<file path="src/rtl/id_ex_operand_stage.sv">
// ID/EX operand stage: captures register-file operands with same-edge WB bypass, forwards MEM/WB
// results in EX, detects load-use hazards. Optional HAZARD_STATS_EN adds saturating stall/forward counters.
module id_ex_operand_stage #(
    parameter int unsigned DATA_W = 32,
    parameter int unsigned CTRL_W = 12,
    parameter int unsigned CNT_W  = 16
) (
    input  logic              clk,
    input  logic              rst,
    input  logic              IdValid,
    input  logic [4:0]        IdRs,
    input  logic [4:0]        IdRt,
    input  logic              IdUsesRs,
    input  logic              IdUsesRt,
    input  logic [4:0]        IdDest,
    input  logic              IdRegWrite,
    input  logic              IdMemRead,
    input  logic [DATA_W-1:0] IdImm,
    input  logic [CTRL_W-1:0] IdCtrl,
    input  logic [DATA_W-1:0] ReadData1,
    input  logic [DATA_W-1:0] ReadData2,
    input  logic              Flush,
    input  logic              MemRegWrite,
    input  logic [4:0]        MemDest,
    input  logic [DATA_W-1:0] MemResult,
    input  logic              WbRegWrite,
    input  logic [4:0]        WbDest,
    input  logic [DATA_W-1:0] WbData,
    output logic              Stall,
    output logic              ExValid,
    output logic [4:0]        ExRs,
    output logic [4:0]        ExRt,
    output logic [4:0]        ExDest,
    output logic              ExRegWrite,
    output logic              ExMemRead,
    output logic [DATA_W-1:0] ExImm,
    output logic [CTRL_W-1:0] ExCtrl,
    output logic [DATA_W-1:0] ExOperandA,
    output logic [DATA_W-1:0] ExOperandB,
    output logic [CNT_W-1:0]  StallCount,
    output logic [CNT_W-1:0]  FwdCount
);

    logic              valid_q, valid_d;
    logic [4:0]        rs_q, rt_q, dest_q;
    logic              regwrite_q, regwrite_d;
    logic              memread_q, memread_d;
    logic [DATA_W-1:0] imm_q;
    logic [CTRL_W-1:0] ctrl_q, ctrl_d;
    logic [DATA_W-1:0] opa_q, opa_d, opb_q, opb_d;
    logic              fwd_a_mem, fwd_a_wb, fwd_b_mem, fwd_b_wb;

    // Load-use hazard; Flush and reset both suppress it.
    always_comb begin
        Stall = 1'b0;
        if (!rst && valid_q && memread_q && (dest_q != 5'd0) && IdValid && !Flush) begin
            Stall = (IdUsesRs && (IdRs == dest_q)) || (IdUsesRt && (IdRt == dest_q));
        end
    end

    // Capture-side next state: same-edge WB bypass and bubble insertion.
    always_comb begin
        opa_d      = ReadData1;
        opb_d      = ReadData2;
        valid_d    = IdValid;
        regwrite_d = IdRegWrite;
        memread_d  = IdMemRead;
        ctrl_d     = IdCtrl;
        if (WbRegWrite && (WbDest == IdRs) && (IdRs != 5'd0)) opa_d = WbData;
        if (WbRegWrite && (WbDest == IdRt) && (IdRt != 5'd0)) opb_d = WbData;
        if (Flush || Stall) begin
            valid_d    = 1'b0;
            regwrite_d = 1'b0;
            memread_d  = 1'b0;
            ctrl_d     = '0;
        end
    end

    always_ff @(posedge clk) begin
        if (rst) begin
            valid_q    <= 1'b0;
            rs_q       <= '0;
            rt_q       <= '0;
            dest_q     <= '0;
            regwrite_q <= 1'b0;
            memread_q  <= 1'b0;
            imm_q      <= '0;
            ctrl_q     <= '0;
            opa_q      <= '0;
            opb_q      <= '0;
        end else begin
            valid_q    <= valid_d;
            rs_q       <= IdRs;
            rt_q       <= IdRt;
            dest_q     <= IdDest;
            regwrite_q <= regwrite_d;
            memread_q  <= memread_d;
            imm_q      <= IdImm;
            ctrl_q     <= ctrl_d;
            opa_q      <= opa_d;
            opb_q      <= opb_d;
        end
    end

    // EX forwarding: $0 pinned to zero, MEM beats WB.
    always_comb begin
        fwd_a_mem  = (rs_q != 5'd0) && MemRegWrite && (MemDest == rs_q);
        fwd_a_wb   = (rs_q != 5'd0) && !fwd_a_mem && WbRegWrite && (WbDest == rs_q);
        fwd_b_mem  = (rt_q != 5'd0) && MemRegWrite && (MemDest == rt_q);
        fwd_b_wb   = (rt_q != 5'd0) && !fwd_b_mem && WbRegWrite && (WbDest == rt_q);
        ExOperandA = opa_q;
        ExOperandB = opb_q;
        if (rs_q == 5'd0)   ExOperandA = '0;
        else if (fwd_a_mem) ExOperandA = MemResult;
        else if (fwd_a_wb)  ExOperandA = WbData;
        if (rt_q == 5'd0)   ExOperandB = '0;
        else if (fwd_b_mem) ExOperandB = MemResult;
        else if (fwd_b_wb)  ExOperandB = WbData;
    end

    assign ExValid    = valid_q;
    assign ExRs       = rs_q;
    assign ExRt       = rt_q;
    assign ExDest     = dest_q;
    assign ExRegWrite = regwrite_q;
    assign ExMemRead  = memread_q;
    assign ExImm      = imm_q;
    assign ExCtrl     = ctrl_q;

`ifdef HAZARD_STATS_EN
    logic [CNT_W-1:0] stall_cnt_q, fwd_cnt_q;
    logic             fwd_any;

    assign fwd_any = fwd_a_mem || fwd_a_wb || fwd_b_mem || fwd_b_wb;

    // Saturating event counters.
    always_ff @(posedge clk) begin
        if (rst) begin
            stall_cnt_q <= '0;
            fwd_cnt_q   <= '0;
        end else begin
            if (Stall && !(&stall_cnt_q))
                stall_cnt_q <= stall_cnt_q + CNT_W'(1);
            if (valid_q && fwd_any && !(&fwd_cnt_q))
                fwd_cnt_q <= fwd_cnt_q + CNT_W'(1);
        end
    end

    assign StallCount = stall_cnt_q;
    assign FwdCount   = fwd_cnt_q;
`else
    assign StallCount = '0;
    assign FwdCount   = '0;
`endif

endmodule

</file>
<file path="config.mk">
export PLATFORM = sky130hd
export DESIGN_NAME = id_ex_operand_stage
export DESIGN_NICKNAME = d
export VERILOG_FILES = /design/src/rtl/id_ex_operand_stage.sv
export SDC_FILE = /design/constraint.sdc
export NUM_CORES = 1
export LEC_CHECK = 0
export BUFFER_PORTS_ARGS = -buffer_cell sky130_fd_sc_hd__clkbuf_2
export CORE_AREA = 4 4 142 144
export CTS_CLUSTER_DIAMETER = 50
export DETAILED_ROUTE_END_ITERATION = 12
export DIE_AREA = 0 0 146 148
export PLACE_DENSITY = 0.73
export SLEW_MARGIN = 20
export SYNTH_ARGS = -nofsm -noshare
export SYNTH_HDL_FRONTEND = slang
export SYNTH_SLANG_ARGS = --single-unit
</file>
<file path="constraint.sdc">
create_clock -name clk -period 2.62 [get_ports clk]
set_clock_uncertainty 0.15 [all_clocks]
set_input_delay 0.262 -clock clk [delete_from_list [all_inputs] [get_ports clk]]
set_output_delay 0.262 -clock clk [all_outputs]
set_load 0.005 [all_outputs]
</file>
== Word-level counts from Yosys, hierarchy flattened ==
Index checks and enable logic that the tools add are counted.
Storage, ports and cells
  output and inout port bits: 159
  latch bits: 0
  logic and storage cells: 62
  memories kept: 0
  memory bits (read-only): 0
  bits in writable memories: 0
  input bits: 207
  bits in registers: 126
Operators by class
  bitwise logic cells: 0
  multiply operators: 0
  eq/ne operators: 8
  reduce and logical (&&, ||, !) cells: 35
  mux-type cells: 9
  divide/modulo/power cells: 0
  $add $sub $neg: 0
  shift operators: 0
  magnitude comparators: 0
Operators with widths (count)
  $mux W32: 8
  $eq A5 B5 Y1: 8
  $reduce_bool A5 Y1: 5
  $logic_and A1 B1 Y1: 21
  $logic_not A5 Y1: 2
  $logic_not A1 Y1: 4
  $logic_or A1 B1 Y1: 2
  $reduce_or A2 Y1: 1
  $mux W1: 1

== Logic depth before layout (Yosys ltp) ==
Gate-level depths: netlist (run 1).
  depth in word-level cells: 10
  gate-level depth with buffers: 7
  gate-level depth less buffers: 4

== Worst setup path before layout (run 1) ==
OpenSTA, ideal clock, no wires.
  path type: register to output
  start: register rs_q[0] (netlist: ExRs[0])
  end: output port ExOperandA[0]
  stages on the path, launching flop included: 8
  setup slack: 471 ps
  arrival time: 1737 ps
  path buffers: 3
  data required time: 2208 ps
  cells stage by stage: dfxtp_1 -> or4_4 -> or2_1 -> buf_2 -> or3b_1 -> buf_4 -> buf_6 -> a31oi_1
On the way
  cells in the longest elaborated chain, start to end: 10
RTL lines
  start, declared: line 45  | logic [4:0] rs_q, rt_q, dest_q;
  start signal, assigned: line 93  | rs_q <= IdRs;
  $reduce_bool A5 Y1: line 107, 108
  $logic_and A1 B1 Y1 (2 in a row): line 107  | fwd_a_mem = (rs_q != 5'd0) && MemRegWrite && (MemDest == rs_q);
  $logic_not A1 Y1: line 108  | fwd_a_wb = (rs_q != 5'd0) && !fwd_a_mem && WbRegWrite && (WbDest == rs_q);
  $logic_and A1 B1 Y1 (3 in a row): line 108
  $mux W32: line 115  | else if (fwd_a_wb) ExOperandA = WbData;
  $mux W32: line 114  | else if (fwd_a_mem) ExOperandA = MemResult;
  $mux W32 *: line 113  | if (rs_q == 5'd0) ExOperandA = '0;
  end, declared: line 38  | output logic [DATA_W-1:0] ExOperandA,
Mark *: on every way between the ends. The rest lies on a longest branch, timed or not.

== Worst setup path in the final report (run 1) ==
  start: register rs_q[0] (netlist: ExRs[0])
  end: output port ExOperandA[9]
Same word-level chain as after synthesis.

==> run_results.csv, run 1 <==
group,metric,value,unit
power,power.static_leakage,5.46,nW
die,boundaryPins,366,
yosys,synth.distinct_cells,37,
yosys,synth-warning-count,0,
grt,grt_antenna_before_repair,2,
critical_path,setup.worst_path.end_class,"output port",
routing,wl_per_cell,20.8,microns
sta,achievable-frequency,360,MHz
yosys,seq_area_frac_synth,0.345,
finish,most_frequent_standard_cell_in_the_layout_excluding_fill_and_tap_cells,"sky130_fd_sc_hd__clkbuf_2",
routing,totalWireLength,34.2,mm
yosys,synth_top_area_frac,0.345,
power,power_density_normalized_to_cell_area,486,mW/mm^2
grt,grt_pass1_vias,9387,
grt,gr-total-overflow,0,
finish,area_growth_syn_to_layout,67.7,%
die,die-area,0.0216,sq mm
cts,path_clk_slew,60,ps
yosys,synth.top_cells.by_area,"sky130_fd_sc_hd__dfxtp_1, sky130_fd_sc_hd__mux2i_1, sky130_fd_sc_hd__nand2b_1",
cts,ctsHtreeMaxLevel,4,
sta,min_period,2780,ps
power,p_total,5.96,mW
finish,drive_gt1_frac,0.339,
critical_path,timing.critical_path.required,2210,ps
worst_hold_path,worstHoldPathType,"primary input to flip-flop",
outcome,failed_checks,"setup timing",
die,core.rowCount,50,
flow_run,max-cap-violations,0,
yosys,post_synthesis_sequential_element_count,126,
sta,max_transition_margin,0.227,
routing,ant_nets,0,
routing,drc,0,
die,die_width,146,microns
grt,grt_pass1_wl,51.0,mm
sta,rsz0062_at_grt,"true",
place,dp_worst_setup_slack,215,ps
routing,routed_via_density,5.51,
sta,fin_crit_sh,1.06,
die,core-area,0.0187,sq mm
power,vdd_ir_drop_max,0.408,mV
routing,first_pass_iters,6,
yosys,synthesis.area,0.00731,sq mm
place,port_buffers,333,
cts,tritoncts,"yes",
routing,drt_iter0_drc,794,
routing,met1Wirelength,12.2,mm
place,postPlaceCellArea,0.00917,sq mm
sta,hold_ws,14.0,ps
yosys,area_leader_netlist,"sky130_fd_sc_hd__dfxtp_1",
routing,maxUsedRoutingLayer,"met5",
routing,route.met3.wl,3.48,mm
die,floorplan.initialDensity,0.391,
cts,cts-buffers-inserted,17,
routing,via_count,9065,
finish,final_design_area_no_fill,0.0123,sq mm
cts,cts.sinks,126,
grt,total_routing_resource_utilization_after_global_routing,0.299,
sta,setup-violations-final,64,
outcome,outcome,"finished with violations",
place,finalWeightedCongestion,0.872,
finish,most-common-layout-cells,"sky130_fd_sc_hd__clkbuf_2, sky130_fd_sc_hd__dlygate4sd3_1, sky130_fd_sc_hd__dfxtp_1",
grt,grt_start_max_net_pins,144,
finish,design.final.nets,1603,
cts,max-clock-path-buffers,2,
cts,clkLatencyLatePin,420,ps
critical_path,crit_arrival,2360,ps
die,die-height,148,microns
critical_path,critPathMaxFanout,15,
sta,worst_pin_slew,1160,ps
yosys,postSynthCellCount,919,
sta,setup_ws,-156,ps
critical_path,critPathLaunchType,"flip-flop",
critical_path,critical_path_class,"flip-flop to output port",
place,hpwlAfterDp,20.2,mm
yosys,post_synth.cell_area_avg,7.96,sq um
sta,hold_viol_final,0,
routing,dr_wl_met2,17.2,mm
sta,timing.final.max_slew_violations,0,
cts,cts_root_buffer,"sky130_fd_sc_hd__clkbuf_16",
-- sequential cells by signal (all words and copies together) (netlist names), 5 cells and up --
name,count
ExImm,32
ExDest,5
opb_q,32
ExRs,5
ExCtrl,12
opa_q,32
ExRt,5
-- synth_stat cells --
cell,count
sky130_fd_sc_hd__conb_1,1
sky130_fd_sc_hd__nor2b_1,47
sky130_fd_sc_hd__dfxtp_1,126
sky130_fd_sc_hd__xor2_1,8
sky130_fd_sc_hd__nand2b_1,96
sky130_fd_sc_hd__nor2_1,64
sky130_fd_sc_hd__or4_1,1
sky130_fd_sc_hd__nand3_1,62
sky130_fd_sc_hd__o31a_1,2
sky130_fd_sc_hd__nor3_1,4
sky130_fd_sc_hd__or4_4,1
sky130_fd_sc_hd__o21a_1,1
sky130_fd_sc_hd__o22ai_1,1
sky130_fd_sc_hd__xnor2_1,32
sky130_fd_sc_hd__and4_1,3
sky130_fd_sc_hd__or2_2,2
sky130_fd_sc_hd__o31ai_1,63
sky130_fd_sc_hd__buf_4,33
sky130_fd_sc_hd__a21oi_1,16
sky130_fd_sc_hd__o21ai_1,11
sky130_fd_sc_hd__nor3b_1,1
sky130_fd_sc_hd__or3_1,1
sky130_fd_sc_hd__a31oi_1,63
sky130_fd_sc_hd__and2_1,1
sky130_fd_sc_hd__mux2i_1,64
sky130_fd_sc_hd__inv_1,1
sky130_fd_sc_hd__buf_6,3
sky130_fd_sc_hd__o21ai_0,54
sky130_fd_sc_hd__nand4_1,8
sky130_fd_sc_hd__nand2_1,52
sky130_fd_sc_hd__buf_2,12
sky130_fd_sc_hd__nor4_1,2
sky130_fd_sc_hd__o211ai_2,2
sky130_fd_sc_hd__or3b_1,1
sky130_fd_sc_hd__or3b_2,1
sky130_fd_sc_hd__clkbuf_1,77
sky130_fd_sc_hd__or2_1,2
-- worst max-delay path, stage by stage (launching register included) --
cell and delay, ps:
sky130_fd_sc_hd__dfxtp_2 340, sky130_fd_sc_hd__buf_6 160, sky130_fd_sc_hd__xor2_2 900, sky130_fd_sc_hd__nor2_1 170, sky130_fd_sc_hd__nand3_2 150, sky130_fd_sc_hd__a31oi_4 90, sky130_fd_sc_hd__clkbuf_2 120
-- area by class of cell --
type	instances	area [sq um]
clock buffer	18	429
clock inverter	14	158
antenna	1	2.50
timing repair buffer	550	4020
tap	234	293
sequential	126	2530
inverter	1	3.75
fill	1429	6450
multi-input combinational	700	4820
-- logic make-up after synthesis --
group	share of synthesized area
compound gates	0.182
xor+xnor	0.0479
buf+inv	0.0868
flops	0.345
mux	0.0876
other cells	0.000513
simple gates	0.250
-- stage by stage --
stage | util | instances | setup TNS, ps
after detailed placement | 0.490 | 1422 | 0
after floorplan | - | 950 | 0
after global routing | 0.655 | 1644 | -7980
after CTS | 0.656 | 1647 | -7690
final | 0.655 | 1644 | -4610
after global placement | 0.490 | 1422 | 0
-- worst paths after layout --
path,slack [ps],depth (start not counted),to,startpoint
worst min register to register,640,4,ExCtrl[4],ExValid
worst max-delay path,-160,6,ExOperandA[9],ExRs[0]
worst min-delay path,10,3,opa_q[6],WbData[6]
worst max register to register,1080,5,ExCtrl[6],ExDest[2]
-- report_power, final --
| part | switching, mW | total [mW] | internal (mW) | leakage, nW |
|---|---|---|---|---|
| logic | 0.779 | 1.50 | 0.720 | 4.13 |
| registers | 0.0434 | 2.07 | 2.02 | 1.05 |
| clock network | 0.976 | 2.39 | 1.42 | 0.278 |
-- metal layers --
metal | vias to the layer above | GRT usage
met2 | 591 | 0.530
met1 | 4230 | 0.334
met3 | 120 | 0.0840
met5 | - | 0
met4 | 2 | 0.137
li1 | 4122 | -
-- repair_timing --
action | 4_1_cts | 5_1_grt
setup endpoints to repair | 64 | 73
cloned | 9 | 1
hold endpoints to repair | 123 | 0
hold buffers | 169 | 0
buffers inserted | 15 | 0
pin swaps | 10 | 12
gates resized for setup | 80 | 25
No activity file was read; power rests on OpenSTA's default activity.
==> inputs of run 2 (changes only) <==
SETUP_SLACK_MARGIN = 0.1   (was not set)
==> run_results.csv, run 2 (synthesis gave the netlist of run 1 again) <==
group,metric,value,unit
critical_path,critPathMaxFanout,8,
cts,clkLatencyLatePin,420,ps
power,clock_share_of_power,0.401,
critical_path,critPathLaunch,"ExRt[0]",
die,die-area,0.0216,sq mm
finish,design.final.nets,1623,
grt,grt_pass1_vias,9387,
cts,cts-buffers-inserted,17,
power,switchingPower,1.81,mW
critical_path,timing.critical_path.required,2210,ps
sta,timing.final.max_slew_violations,0,
power,switching_share,0.302,
die,floorplan.initialDensity,0.391,
sta,min_period,2790,ps
power,power.static_leakage,5.73,nW
routing,drc,0,
die,die_width,146,microns
power,proportion_of_power_drawn_by_combinational_gates,0.255,
power,share_seq_of_total_power,0.345,
grt,grt_antenna_before_repair,2,
critical_path,rrSetupSlack,1090,ps
sta,setup-violations-final,64,
power,power_density_normalized_to_cell_area,476,mW/mm^2
die,core.rowCount,50,
routing,via_count,9201,
power,internal_power,4.18,mW
grt,grt_start_max_net_pins,144,
critical_path,critPathLaunchType,"flip-flop",
flow_run,max-cap-violations,0,
cts,ctsHtreeMaxLevel,4,
cts,path_clk_slew,60,ps
die,boundaryPins,366,
worst_hold_path,worstHoldPathType,"primary input to flip-flop",
critical_path,regToRegEndpoint,"ExCtrl[1]",
outcome,outcome,"finished with violations",
sta,hold_viol_final,2,
finish,fin_util,0.673,
place,port_buffers,333,
critical_path,worstRegToRegCells,5,
sta,worst_pin_slew,1120,ps
grt,grt_pass1_wl,51.0,mm
place,hpwlAfterDp,20.2,mm
critical_path,crit_arrival,2380,ps
cts,cts_root_buffer,"sky130_fd_sc_hd__clkbuf_16",
power,vdd_ir_drop_max,0.410,mV
grt,total_routing_resource_utilization_after_global_routing,0.299,
cts,cts.sinks,126,
cts,tritoncts,"yes",
sta,hold_ws,-9.25,ps
sta,fin_tns_setup,-7110,ps
grt,gr-total-overflow,0,
sta,rsz0062_at_grt,"true",
finish,most_frequent_standard_cell_in_the_layout_excluding_fill_and_tap_cells,"sky130_fd_sc_hd__clkbuf_2",
critical_path,reg2reg_from,"ExDest[2]",
routing,routed_via_density,5.53,
critical_path,setup.worst_path.end_class,"output port",
sta,fin_crit_sh,1.07,
critical_path,critical_path_class,"flip-flop to output port",
routing,drt_iter0_drc,883,
die,core-area,0.0187,sq mm
cts,max-clock-path-buffers,2,
sta,max_transition_margin,0.250,
die,die-height,148,microns
critical_path,crit_end,"ExOperandB[25]",
finish,area_growth_syn_to_layout,72.2,%
finish,most-common-layout-cells,"sky130_fd_sc_hd__clkbuf_2, sky130_fd_sc_hd__dlygate4sd3_1, sky130_fd_sc_hd__dfxtp_1",
finish,drive_gt1_frac,0.351,
routing,totalWireLength,35.1,mm
place,finalWeightedCongestion,0.872,
outcome,failed_checks,"hold timing, setup timing",
routing,ant_nets,0,
sta,achievable-frequency,358,MHz
routing,wl_per_cell,21.1,microns
routing,first_pass_iters,10,
sta,setup_ws,-172,ps
[run 2: changes by cell type in the layout (fill, tap and decap cells not counted), sizes merged]
cell          change
buf              +23
dlygate4sd3      -11
dlymetal6s4s      +8
[run 2: per-layer routing]
metal / vias up / wire length [microns] / GRT usage
met5: - / 8 / 0
met3: 133 / 3610 / 0.0840
met4: 2 / 1400 / 0.137
met1: 4324 / 12700 / 0.334
li1: 4158 / - / -
met2: 584 / 17400 / 0.530
[run 2: final cells by class]
cell class | instances | area, sq um
fill | 1381 | 6120
multi-input combinational | 700 | 4830
timing repair buffer | 570 | 4340
sequential | 126 | 2530
clock buffer | 18 | 429
tap | 234 | 293
clock inverter | 14 | 158
inverter | 1 | 3.75
antenna | 1 | 2.50
[run 2: power groups by stage]
stage                     Sequential, mW  Clock (mW)  Combinational, mW
after floorplan                     2.10           0              0.596
after global placement              2.10           0               1.08
after detailed placement            2.10           0               1.10
after CTS                           2.06        2.41               1.46
after global routing                2.07        2.51               1.63
final                               2.07        2.40               1.53
[run 2: repair_timing]
action,CTS,global route
buffers inserted,15,14
endpoints found under the hold margin,123,0
cloned,9,5
resized for setup,80,35
endpoints found under the setup margin,64,86
hold buffers,169,0
pin swaps,10,10
[run 2: worst max-delay path, cell delays in order, from the launching register on]
cell,delay [ps]
sky130_fd_sc_hd__dfxtp_2,320
sky130_fd_sc_hd__or4_4,560
sky130_fd_sc_hd__or2_4,250
sky130_fd_sc_hd__or3b_4,300
sky130_fd_sc_hd__buf_6,140
sky130_fd_sc_hd__buf_16,140
sky130_fd_sc_hd__a31oi_2,90
sky130_fd_sc_hd__buf_2,150
[run 2: worst min-delay path by stage]
| stage | from | end | slack, ps | cells after the start |
|---|---|---|---|---|
| floorplan | IdCtrl[0] | ExCtrl[0] | 230 | 2 |
| global placement | IdCtrl[11] | ExCtrl[11] | 310 | 3 |
| detailed placement | IdMemRead | ExMemRead | 320 | 3 |
| CTS | WbData[14] | opa_q[14] | 0.3 | 3 |
| global route | IdRt[0] | ExRt[0] | 10 | 2 |
| finish | WbData[12] | opa_q[12] | -9 | 3 |
[run 2: through the flow]
stage	power (mW)	instances	area, sq um	setup WS [ps]
floorplan	2.70	950	7430	471
finish	5.99	1664	12600	-172
global placement	3.18	1422	9170	228
detailed placement	3.20	1422	9170	215
CTS	5.93	1647	12300	-154
global route	6.21	1664	12600	-246
